==> config.mk <==
export PLATFORM = sky130hd
export DESIGN_NAME = pic_init_sequencer
export DESIGN_NICKNAME = d
export VERILOG_FILES = /design/src/rtl/pic_pkg.sv /design/src/rtl/pic_bus_write_cycle.sv /design/src/rtl/pic_init_sequencer.sv
export SDC_FILE = /design/constraint.sdc
export NUM_CORES = 1
export LEC_CHECK = 0
export CORE_MARGIN = 3
export CORE_UTILIZATION = 54
export DETAILED_ROUTE_END_ITERATION = 12
export PLACE_DENSITY = 0.92
export RECOVER_POWER = 25
export SLEW_MARGIN = 20
export SYNTH_ARGS = -nofsm -noshare
export SYNTH_HDL_FRONTEND = slang
export SYNTH_SLANG_ARGS = --single-unit
==> constraint.sdc <==
create_clock -name clk -period 2.4 [get_ports clk]
set_input_delay 0.36 -clock clk [delete_from_list [all_inputs] [get_ports clk]]
set_output_delay 0.36 -clock clk [all_outputs]
set_load 0.02 [all_outputs]
==> src/rtl/pic_pkg.sv <==
// Shared types and PIC command-word encodings for the 8259 init sequencer.
// Every ICW/OCW bit layout lives here so the FSMs only deal in word indices.
package pic_pkg;

    typedef enum logic [1:0] {
        ST_IDLE,
        ST_INIT,
        ST_READY,
        ST_CMD
    } top_state_e;

    typedef enum logic [2:0] {
        WC_IDLE,
        WC_SETUP,
        WC_STROBE,
        WC_HOLD,
        WC_RECOVER
    } wc_state_e;

    typedef enum logic [2:0] {
        W_ICW1,
        W_ICW2,
        W_ICW3,
        W_ICW4,
        W_OCW1
    } word_e;

    localparam logic [7:0] ICW1_FIXED     = 8'h10;
    localparam int         ICW1_LTIM_BIT  = 3;
    localparam int         ICW1_SNGL_BIT  = 1;
    localparam int         ICW1_IC4_BIT   = 0;
    localparam logic [7:0] ICW4_FIXED     = 8'h01;
    localparam int         ICW4_AEOI_BIT  = 1;
    localparam int         OCW_SEL_LSB    = 3;
    localparam int         OCW3_RSVD_BIT  = 7;
    localparam logic [1:0] OCW2_SEL       = 2'b00;
    localparam logic [1:0] OCW3_SEL       = 2'b01;

    typedef struct packed {
        logic       ltim;
        logic       sngl;
        logic       ic4;
        logic [4:0] vector_base;
        logic [7:0] icw3;
        logic       aeoi;
        logic [7:0] mask;
    } pic_cfg_t;

    // Disabled words are skipped: ICW3 only in cascade mode, ICW4 only when requested.
    function automatic word_e next_word(word_e w, logic sngl, logic ic4);
        word_e n;
        case (w)
            W_ICW1:  n = W_ICW2;
            W_ICW2:  n = !sngl ? W_ICW3 : (ic4 ? W_ICW4 : W_OCW1);
            W_ICW3:  n = ic4 ? W_ICW4 : W_OCW1;
            default: n = W_OCW1;
        endcase
        return n;
    endfunction

    function automatic logic word_a0(word_e w);
        return (w != W_ICW1);
    endfunction

    function automatic logic [7:0] word_data(word_e w, pic_cfg_t c);
        logic [7:0] v;
        v = 8'h00;
        case (w)
            W_ICW1: begin
                v                = ICW1_FIXED;
                v[ICW1_LTIM_BIT] = c.ltim;
                v[ICW1_SNGL_BIT] = c.sngl;
                v[ICW1_IC4_BIT]  = c.ic4;
            end
            W_ICW2:  v = {c.vector_base, 3'b000};
            W_ICW3:  v = c.icw3;
            W_ICW4: begin
                v                = ICW4_FIXED;
                v[ICW4_AEOI_BIT] = c.aeoi;
            end
            default: v = c.mask;
        endcase
        return v;
    endfunction

    function automatic logic [7:0] ocw_encode(logic sel, logic [7:0] data);
        logic [7:0] v;
        v = data;
        v[OCW_SEL_LSB +: 2] = sel ? OCW3_SEL : OCW2_SEL;
        if (sel) begin
            v[OCW3_RSVD_BIT] = 1'b0;
        end
        return v;
    endfunction

endpackage

==> src/rtl/pic_bus_write_cycle.sv <==
// One PIC write: SETUP, STROBE, HOLD, RECOVER with all bus pins registered.
// A new go is taken in RECOVER, so consecutive words run back-to-back.
module pic_bus_write_cycle
    import pic_pkg::*;
#(
    parameter int SETUP_CYCLES  = 1,
    parameter int WR_LOW_CYCLES = 2,
    parameter int HOLD_CYCLES   = 1
) (
    input  logic       clk,
    input  logic       rst,
    input  logic       go,
    input  logic       addr,
    input  logic [7:0] data,
    output logic       cs_n,
    output logic       wr_n,
    output logic       a0,
    output logic [7:0] d_out,
    output logic       d_oe,
    output logic       last
);

    localparam int MAX_CYCLES =
        (SETUP_CYCLES > WR_LOW_CYCLES)
            ? ((SETUP_CYCLES > HOLD_CYCLES) ? SETUP_CYCLES : HOLD_CYCLES)
            : ((WR_LOW_CYCLES > HOLD_CYCLES) ? WR_LOW_CYCLES : HOLD_CYCLES);
    localparam int CW = $clog2(MAX_CYCLES + 1);

    localparam logic [CW-1:0] SETUP_INIT  = CW'(SETUP_CYCLES - 1);
    localparam logic [CW-1:0] WR_LOW_INIT = CW'(WR_LOW_CYCLES - 1);
    localparam logic [CW-1:0] HOLD_INIT   = CW'(HOLD_CYCLES - 1);

    wc_state_e     phase_q, phase_d;
    logic [CW-1:0] cnt_q, cnt_d;
    logic          cs_n_q, cs_n_d;
    logic          wr_n_q, wr_n_d;
    logic          a0_q, a0_d;
    logic [7:0]    d_q, d_d;
    logic          d_oe_q, d_oe_d;

    always_comb begin
        phase_d = phase_q;
        cnt_d   = cnt_q;
        cs_n_d  = cs_n_q;
        wr_n_d  = wr_n_q;
        a0_d    = a0_q;
        d_d     = d_q;
        d_oe_d  = d_oe_q;
        case (phase_q)
            WC_SETUP: begin
                if (cnt_q == '0) begin
                    phase_d = WC_STROBE;
                    cnt_d   = WR_LOW_INIT;
                    wr_n_d  = 1'b0;
                end else begin
                    cnt_d = cnt_q - CW'(1);
                end
            end
            WC_STROBE: begin
                if (cnt_q == '0) begin
                    phase_d = WC_HOLD;
                    cnt_d   = HOLD_INIT;
                    wr_n_d  = 1'b1;
                end else begin
                    cnt_d = cnt_q - CW'(1);
                end
            end
            WC_HOLD: begin
                if (cnt_q == '0) begin
                    phase_d = WC_RECOVER;
                    cs_n_d  = 1'b1;
                    d_oe_d  = 1'b0;
                end else begin
                    cnt_d = cnt_q - CW'(1);
                end
            end
            default: begin
                phase_d = WC_IDLE;
                if (go) begin
                    phase_d = WC_SETUP;
                    cnt_d   = SETUP_INIT;
                    cs_n_d  = 1'b0;
                    d_oe_d  = 1'b1;
                    a0_d    = addr;
                    d_d     = data;
                end
            end
        endcase
    end

    always_ff @(posedge clk) begin
        if (rst) begin
            phase_q <= WC_IDLE;
            cnt_q   <= '0;
            cs_n_q  <= 1'b1;
            wr_n_q  <= 1'b1;
            a0_q    <= 1'b0;
            d_q     <= 8'h00;
            d_oe_q  <= 1'b0;
        end else begin
            phase_q <= phase_d;
            cnt_q   <= cnt_d;
            cs_n_q  <= cs_n_d;
            wr_n_q  <= wr_n_d;
            a0_q    <= a0_d;
            d_q     <= d_d;
            d_oe_q  <= d_oe_d;
        end
    end

    assign cs_n  = cs_n_q;
    assign wr_n  = wr_n_q;
    assign a0    = a0_q;
    assign d_out = d_q;
    assign d_oe  = d_oe_q;
    assign last  = (phase_q == WC_RECOVER);

endmodule

==> src/rtl/pic_init_sequencer.sv <==
// Programs an 8259 PIC (ICW1..ICW4, OCW1) after start, then arbitrates
// runtime OCW2/OCW3 requests onto the same exclusively owned write port.
module pic_init_sequencer
    import pic_pkg::*;
#(
    parameter int SETUP_CYCLES  = 1,
    parameter int WR_LOW_CYCLES = 2,
    parameter int HOLD_CYCLES   = 1
) (
    input  logic       clk,
    input  logic       rst,
    input  logic       start,
    input  logic       cfg_ltim,
    input  logic       cfg_sngl,
    input  logic       cfg_ic4,
    input  logic [4:0] cfg_vector_base,
    input  logic [7:0] cfg_icw3,
    input  logic       cfg_aeoi,
    input  logic [7:0] cfg_mask,
    input  logic       ocw_req,
    input  logic       ocw_sel,
    input  logic [7:0] ocw_data,
    output logic       ocw_ack,
    output logic       cs_n,
    output logic       wr_n,
    output logic       rd_n,
    output logic       a0,
    output logic [7:0] d_out,
    output logic       d_oe,
    output logic       busy,
    output logic       done,
    output logic       initialized
);

    top_state_e state_q, state_d;
    word_e      word_q, word_d;
    pic_cfg_t   cfg_q, cfg_d, cfg_in;
    logic       done_q, done_d;
    logic       ack_q, ack_d;
    logic       init_q, init_d;
    logic       busy_q, busy_d;
    logic       go, go_a0, wc_last;
    logic [7:0] go_data;

    assign cfg_in = {cfg_ltim, cfg_sngl, cfg_ic4, cfg_vector_base,
                     cfg_icw3, cfg_aeoi, cfg_mask};

    // start has priority over a pending OCW request in READY.
    always_comb begin
        state_d = state_q;
        word_d  = word_q;
        cfg_d   = cfg_q;
        done_d  = 1'b0;
        ack_d   = 1'b0;
        init_d  = init_q;
        go      = 1'b0;
        go_a0   = 1'b0;
        go_data = 8'h00;
        case (state_q)
            ST_IDLE, ST_READY: begin
                if (start) begin
                    state_d = ST_INIT;
                    word_d  = W_ICW1;
                    cfg_d   = cfg_in;
                    init_d  = 1'b0;
                    go      = 1'b1;
                    go_a0   = word_a0(W_ICW1);
                    go_data = word_data(W_ICW1, cfg_in);
                end else if (state_q == ST_READY && ocw_req) begin
                    state_d = ST_CMD;
                    ack_d   = 1'b1;
                    go      = 1'b1;
                    go_a0   = 1'b0;
                    go_data = ocw_encode(ocw_sel, ocw_data);
                end
            end
            ST_INIT: begin
                if (wc_last) begin
                    if (word_q == W_OCW1) begin
                        state_d = ST_READY;
                        done_d  = 1'b1;
                        init_d  = 1'b1;
                    end else begin
                        word_d  = next_word(word_q, cfg_q.sngl, cfg_q.ic4);
                        go      = 1'b1;
                        go_a0   = word_a0(word_d);
                        go_data = word_data(word_d, cfg_q);
                    end
                end
            end
            ST_CMD: begin
                if (wc_last) begin
                    state_d = ST_READY;
                end
            end
            default: state_d = ST_IDLE;
        endcase
        busy_d = (state_d == ST_INIT) || (state_d == ST_CMD);
    end

    always_ff @(posedge clk) begin
        if (rst) begin
            state_q <= ST_IDLE;
            word_q  <= W_ICW1;
            cfg_q   <= '0;
            done_q  <= 1'b0;
            ack_q   <= 1'b0;
            init_q  <= 1'b0;
            busy_q  <= 1'b0;
        end else begin
            state_q <= state_d;
            word_q  <= word_d;
            cfg_q   <= cfg_d;
            done_q  <= done_d;
            ack_q   <= ack_d;
            init_q  <= init_d;
            busy_q  <= busy_d;
        end
    end

    pic_bus_write_cycle #(
        .SETUP_CYCLES  (SETUP_CYCLES),
        .WR_LOW_CYCLES (WR_LOW_CYCLES),
        .HOLD_CYCLES   (HOLD_CYCLES)
    ) u_write (
        .clk   (clk),
        .rst   (rst),
        .go    (go),
        .addr  (go_a0),
        .data  (go_data),
        .cs_n  (cs_n),
        .wr_n  (wr_n),
        .a0    (a0),
        .d_out (d_out),
        .d_oe  (d_oe),
        .last  (wc_last)
    );

    assign rd_n        = 1'b1;
    assign ocw_ack     = ack_q;
    assign busy        = busy_q;
    assign done        = done_q;
    assign initialized = init_q;

endmodule

; After elaboration in Yosys (flattened, before gate mapping)
; Cells that the tools add are included.
[word_totals]
reg_bits = 51
in_bits = 38
out_inout_bits = 17
word_cells = 127
[op_classes]
addsub = 1
eq_ne = 23
n_mux = 54
n_bitwise = 5
n_reduce_logical = 24
[ops]
columns = op, count
row1 = $mux 3, 11
row2 = $mux 8, 4
row3 = $pmux 8 s4, 1
row4 = $mux 1, 18
row5 = $mux 2, 9
row6 = $pmux 3 s3, 2
row7 = $pmux 8 s2, 1
row8 = $eq 3x2->1 const B, 5
row9 = $pmux 2 s3, 2
row10 = $pmux 1 s2, 5
row11 = $eq 3x1->1 const B, 3
row12 = $reduce_and 3->1, 3
row13 = $reduce_or 3->1, 3
row14 = $ne 2x1->1 const B, 4
row15 = $ne 2x2->1 const B, 4
row16 = $reduce_and 4->1, 2
row17 = $eq 2x2->1 const B, 3
row18 = $eq 3x3->1 const B, 2
row19 = $logic_not 3->1, 2
row20 = $pmux 3 s2, 1
row21 = $reduce_and 2->1, 3
row22 = $reduce_bool 2->1, 3
row23 = $not 1->1, 5
row24 = $eq 2x1->1 const B, 2
row25 = 7 further kinds, 9

; Longest topological paths before layout
[logic_depth]
depth_word = 11
depth_mapped = 8
mapped_depth_nobuf = 7

; By module
; Synthesis repeated with hierarchy kept, for this count alone.
[hier_totals]
cells_unflattened = 302
hier_area_um2 = 2446.1
[by_module_without_submodules]
columns = mod, instances, cells_per_inst, area_per_inst_um2, seq_area_each_um2
row1 = pic_init_sequencer, 1, 212, 1587.8, 660.6
row2 = pic_bus_write_cycle, 1, 90, 858.3, 340.3

; Least setup slack after synthesis
; OpenSTA, ideal clock, no wires.
[synth_path]
path_type = reg-to-reg
from = register u_write.phase_q[0]
to = register u_write.d_q[3] (netlist: u_write.d_out[3])
setup_time_ns = 0.131
t_arrival_ns = 1.440
required_ns = 2.269
slack_ns = 0.829
stages_incl_launch_ff = 7
path_buffers = 1
synth_period_minus_slack_ns = 1.571
cell_sequence = dfxtp_1 buf_6 nand4bb_4 o32ai_4 o21ai_0 a211oi_1 nor3_2
[synth_between]
elab_chain_cells = 4
elab_cells_between_ends = 11
cone_classes = eq/ne (4) / mux (4) / bitwise (1) / reduce/logical (2)
[synth_lines]
columns = item, line_no
row1 = "start, declared", pic_bus_write_cycle.sv:33  ; wc_state_e phase_q, phase_d;
row2 = "start signal, assigned", pic_bus_write_cycle.sv:101  ; phase_q <= phase_d;
row3 = "$eq 3x3->1, or another cell as far along", pic_bus_write_cycle.sv:116  ; assign last = (phase_q == WC_RECOVER);
row4 = $mux 1 / $reduce_or 3->1 (equally long branches), --
row5 = $pmux 1 s2 / $not 1->1 (equally long branches), --
row6 = $reduce_and 2->1 (no source line), --
row7 = "end signal, assigned", pic_bus_write_cycle.sv:98  ; d_q <= 8'h00;
row8 = "end signal, assigned", pic_bus_write_cycle.sv:106  ; d_q <= d_d;
row9 = "end, declared", pic_bus_write_cycle.sv:38  ; logic [7:0] d_q, d_d;
; Parallel ways exist; a longest one is shown, timed or not.
; A chain may end at the register's enable or synchronous reset.

; Final worst setup path
[layout_path]
from = register state_q[0]
to = register u_write.d_q[4] (netlist: u_write.d_out[4])
[layout_between]
elab_chain_cells = 6
elab_cells_between_ends = 10
cone_classes = eq/ne (2) / mux (4) / reduce/logical (4)
[layout_lines]
columns = item, line_no
row1 = "start, declared", pic_init_sequencer.sv:35  ; top_state_e state_q, state_d;
row2 = "start signal, assigned", pic_init_sequencer.sv:111  ; state_q <= state_d;
row3 = $eq 2x2->1, "pic_init_sequencer.sv:59, pic_init_sequencer.sv:69"
row4 = $logic_and 1x1->1, pic_init_sequencer.sv:69  ; end else if (state_q == ST_READY && ocw_req) begin
row5 = $mux 1, pic_init_sequencer.sv:69
row6 = $mux 1, pic_init_sequencer.sv:61  ; if (start) begin
row7 = $pmux 1 s2, pic_init_sequencer.sv:59  ; case (state_q)
row8 = $reduce_and 2->1 (no source line), --
; Parallel ways exist; a longest one is shown, timed or not.

==> flow_summary.yaml <==
pwr:
  power.static_leakage_nw: 1.128
  ir_drop_v: 0.0003694
  power.share.switching: 0.3079
  combinationalPowerShare: 0.247
  power_per_cell_area_nw_per_um2: 617.9
  internal_power_w: 0.001332
  power.share.clock: 0.255
  sequential_group_share_of_total_power: 0.498
  netSwitchingPower_w: 0.0005925
yosys:
  synth.cell_area_um2: 2537
  syn_nets: 361
  synth.lib_cells_used.distinct: 50
  netlist_instances: 320
  post_synth.cell_area_avg_um2: 7.929
  ys_seq_elements: 50
  synth-edff-count: 0
  ys.warnings.count: 0
  synthFlopType: "sky130_fd_sc_hd__dfxtp_1"
  share_of_the_yosys_chip_area_belonging_to_registers: 0.3945
  postSynth.asyncResetShare: 0
clocking:
  clkLatencyLatePin_ps: 310
  tritoncts.num_buffers: 5
  cts_num_sinks: 50
  cts-root-buf: "sky130_fd_sc_hd__clkbuf_8"
  cts_tree: "built"
  post_cts.repair.setup_buffers: 0
  htree_num_levels: 2
  max_root_sink_buffers: 2
  count_of_hold_fix_buffers_inserted_at_cts: 0
  post_cts_resize_count: 0
  cts.clk_slew.worst_paths_ps: 90
outcome:
  run_status: "finished clean"
timing:
  slew_headroom: 0.6653
  final_hold_viol_count: 0
  rsz0062_at_grt: "no"
  setup-violations-final: 0
  fmax_mhz: 496.7
  timing_max_transition_violations_final: 0
  period_share: 0.8388
  slew_at_the_pin_closest_to_its_max_slew_limit_ps: 501.4
  setup_tns_ps: 0
  final.min_clock_period_ps: 2013
  skew_ps: 9.544
worst_setup_path:
  critical_path.cell_chain: "and4bb_2 > nand2b_1 > nor2_4 > o221ai_2 > a311oi_2"
  path_max_fanout: 12
  timing.critical_path.to_type: "flip-flop"
  critPathBufInv: 0
  worst-path-stages: 5
  timing.reg2reg.setup_slack_ps: 390
  critical_path_arrival_ps: 2240
  cp_data_required_time_ps: 2620
  crit_path_max_incr_delay_ps: 640
  worstRegToRegCells: 5
  timing_worst_setup_path_type: "flip-flop to flip-flop"
  startpoint_type: "flip-flop"
  crit_family: "simple AND/OR/NAND/NOR gates"
  critical_path.slowest_cell: "sky130_fd_sc_hd__dfxtp_1"
drt:
  detail_route.wl_per_cell_um: 13.86
  drt_iter0_drc: 154
  firstDrtPassIters: 4
  wirelength_um: 5698
  drt.antenna.violating_nets: 0
  post-route-drc-count: 0
  vias_per_cell: 5.601
  detailroute.via_count: 2302
cells_and_area:
  drive_above_1_share: 0.09192
  design_area_um2: 3114
  area.growth.synth_to_final_pct: 22.73
  antenna-diode-count: 0
  final_nets: 399
min_path:
  min_path_cells: 2
  timing.hold.worst.class: "flip-flop to flip-flop"
global_route:
  grt_first_pass_wirelength_um: 8983
  grt_start_max_net_pins: 44
  gr-total-overflow: 0
  grt_antenna_before_repair: 0
  globalRouteTotalUtil: 0.2082
  first_global_vias: 2054
placed_design:
  place_congestion: 0.9039
  dpl_cell_area_um2: 3024
  placement.io_buffers: 51
  dp_hpwl_um: 4171
floorplan:
  dieArea_um2: 5558
  die_height_um: 74.55
  top_level_ports: 55
  num_rows: 24
  dieWidth_um: 74.55
  start_util: 0.5709
  core_um2: 4444
flow_run:
  drv.max_cap_violation_count: 0
[worst reg2reg max path, delay by kind of cell (launching register included)]
| kind | cells | cell delay, ps |
|---|---|---|
| DFF | 1 | 640 |
| and+or+nand+nor | 3 | 880 |
| AOI/OAI and AO/OA | 2 | 410 |
[cells in the final DEF (no fill, tap or decap), types with 3 or more instances in the layout]
master	count
sky130_fd_sc_hd__nand2_1	62
sky130_fd_sc_hd__dfxtp_1	50
sky130_fd_sc_hd__clkdlybuf4s50_1	47
sky130_fd_sc_hd__a21oi_1	46
sky130_fd_sc_hd__nor2_1	23
sky130_fd_sc_hd__inv_1	15
sky130_fd_sc_hd__o21ai_0	12
sky130_fd_sc_hd__nand2b_1	6
sky130_fd_sc_hd__buf_4	6
sky130_fd_sc_hd__nor3_1	5
sky130_fd_sc_hd__a211oi_1	5
sky130_fd_sc_hd__a22oi_1	5
sky130_fd_sc_hd__a22o_1	5
sky130_fd_sc_hd__nand3_1	5
sky130_fd_sc_hd__clkbuf_8	5
sky130_fd_sc_hd__dlygate4sd3_1	4
sky130_fd_sc_hd__nor2b_1	3
sky130_fd_sc_hd__a31o_2	3
sky130_fd_sc_hd__nor2_2	3
sky130_fd_sc_hd__a211oi_2	3
sky130_fd_sc_hd__ha_1	3
[cell usage after synthesis (2+ instances only)]
| cell | n | area [um^2] |
|---|---|---|
| sky130_fd_sc_hd__nand2_1 | 62 | 232.7 |
| sky130_fd_sc_hd__nand3b_1 | 2 | 15.01 |
| sky130_fd_sc_hd__nor4_1 | 2 | 12.51 |
| sky130_fd_sc_hd__a21o_1 | 2 | 15.01 |
| sky130_fd_sc_hd__a31o_2 | 3 | 26.28 |
| sky130_fd_sc_hd__nor3_1 | 5 | 25.02 |
| sky130_fd_sc_hd__or3_1 | 2 | 12.51 |
| sky130_fd_sc_hd__nor2_2 | 3 | 18.77 |
| sky130_fd_sc_hd__o211ai_1 | 2 | 15.01 |
| sky130_fd_sc_hd__a22o_1 | 5 | 43.79 |
| sky130_fd_sc_hd__o21ai_0 | 12 | 60.06 |
| sky130_fd_sc_hd__a32oi_1 | 2 | 17.52 |
| sky130_fd_sc_hd__nor2b_1 | 3 | 18.77 |
| sky130_fd_sc_hd__a31oi_1 | 2 | 12.51 |
| sky130_fd_sc_hd__a22oi_1 | 5 | 37.54 |
| sky130_fd_sc_hd__a211oi_1 | 5 | 37.54 |
| sky130_fd_sc_hd__nand3_1 | 5 | 25.02 |
| sky130_fd_sc_hd__nor2_1 | 23 | 86.33 |
| sky130_fd_sc_hd__xor2_1 | 2 | 17.52 |
| sky130_fd_sc_hd__inv_1 | 15 | 56.30 |
| sky130_fd_sc_hd__nand2b_1 | 6 | 37.54 |
| sky130_fd_sc_hd__nand4b_1 | 2 | 17.52 |
| sky130_fd_sc_hd__o22ai_1 | 2 | 12.51 |
| sky130_fd_sc_hd__o21bai_1 | 2 | 15.01 |
| sky130_fd_sc_hd__a211oi_2 | 3 | 37.54 |
| sky130_fd_sc_hd__ha_1 | 3 | 37.54 |
| sky130_fd_sc_hd__buf_2 | 5 | 25.02 |
| sky130_fd_sc_hd__a21oi_1 | 46 | 230.2 |
| sky130_fd_sc_hd__buf_4 | 2 | 15.01 |
| sky130_fd_sc_hd__clkbuf_1 | 16 | 60.06 |
| sky130_fd_sc_hd__buf_6 | 3 | 33.78 |
| sky130_fd_sc_hd__dfxtp_1 | 50 | 1001 |
[sequential cells by signal, indices dropped and copies added, names as in the netlist]
signal / flops
u_write.cs_n: 1
u_write.d_oe: 1
u_write.wr_n: 1
u_write.a0: 1
ocw_ack: 1
u_write.cnt_q: 2
done: 1
u_write.phase_q: 3
state_q: 2
word_q: 3
u_write.d_out: 8
initialized: 1
cfg_q: 24
busy: 1
[power by group through the flow]
stage / Sequential [W] / Clock, W / Combinational (W)
3_5_place_dp: 0.000977 / 0 / 0.000474
6_report: 0.000958 / 0.000491 / 0.000475
3_3_place_gp: 0.000973 / 0 / 0.000462
4_1_cts: 0.000957 / 0.000500 / 0.000477
5_1_grt: 0.000967 / 0.000522 / 0.000523
2_1_floorplan: 0.000990 / 0 / 0.000296
[final cells by class]
cell class / instances / area [um^2]
well taps: 52 / 65.06
fillers: 364 / 1330
clock inverters: 3 / 21.27
repair buffers: 58 / 575.6
inverters: 15 / 56.30
flip-flops and latches: 50 / 1001
multi-input cells: 228 / 1326
clock buffers: 5 / 68.82
[final timing paths]
check                          from                       endpoint
max           state_q[0]$_SDFF_PP0_  u_write.d_out[4]$_SDFFE_PP0P_
min          cfg_q[13]$_SDFFE_PP0P_         cfg_q[13]$_SDFFE_PP0P_
max reg2reg   state_q[0]$_SDFF_PP0_  u_write.d_out[4]$_SDFFE_PP0P_
min reg2reg  cfg_q[13]$_SDFFE_PP0P_         cfg_q[13]$_SDFFE_PP0P_
[per-stage QoR]
| stage | instances | setup slack, ps | hold slack [ps] | total power [W] | utilization |
|---|---|---|---|---|---|
| 2_1_floorplan | 320 | 829.3 | 431.8 | 0.001286 | - |
| 3_3_place_gp | 403 | 381.9 | 440.6 | 0.001435 | 0.6805 |
| 3_5_place_dp | 403 | 337.2 | 447.4 | 0.001450 | 0.6805 |
| 4_1_cts | 411 | 385.3 | 460.0 | 0.001934 | 0.7007 |
| 5_1_grt | 411 | 243.7 | 483.8 | 0.002011 | 0.7007 |
| 6_report | 411 | 386.8 | 458.8 | 0.001924 | 0.7007 |
[kinds of logic after synthesis]
logic type,share of synthesized area
fa+ha+maj,0.01479
xor+xnor,0.006905
buf+inv,0.08284
flops,0.3945
other cells,0.001478
simple gates,0.2362
compound gates,0.2633
[layer usage]
layer,wire (um),global-route usage,up-vias
li1,-,-,1177
met1,2577,0.2667,1049
met2,2718,0.3434,65
met3,290,0.04324,11
met4,111,0.08103,0
met5,0,0,-
(Power assumes the default switching activity.)
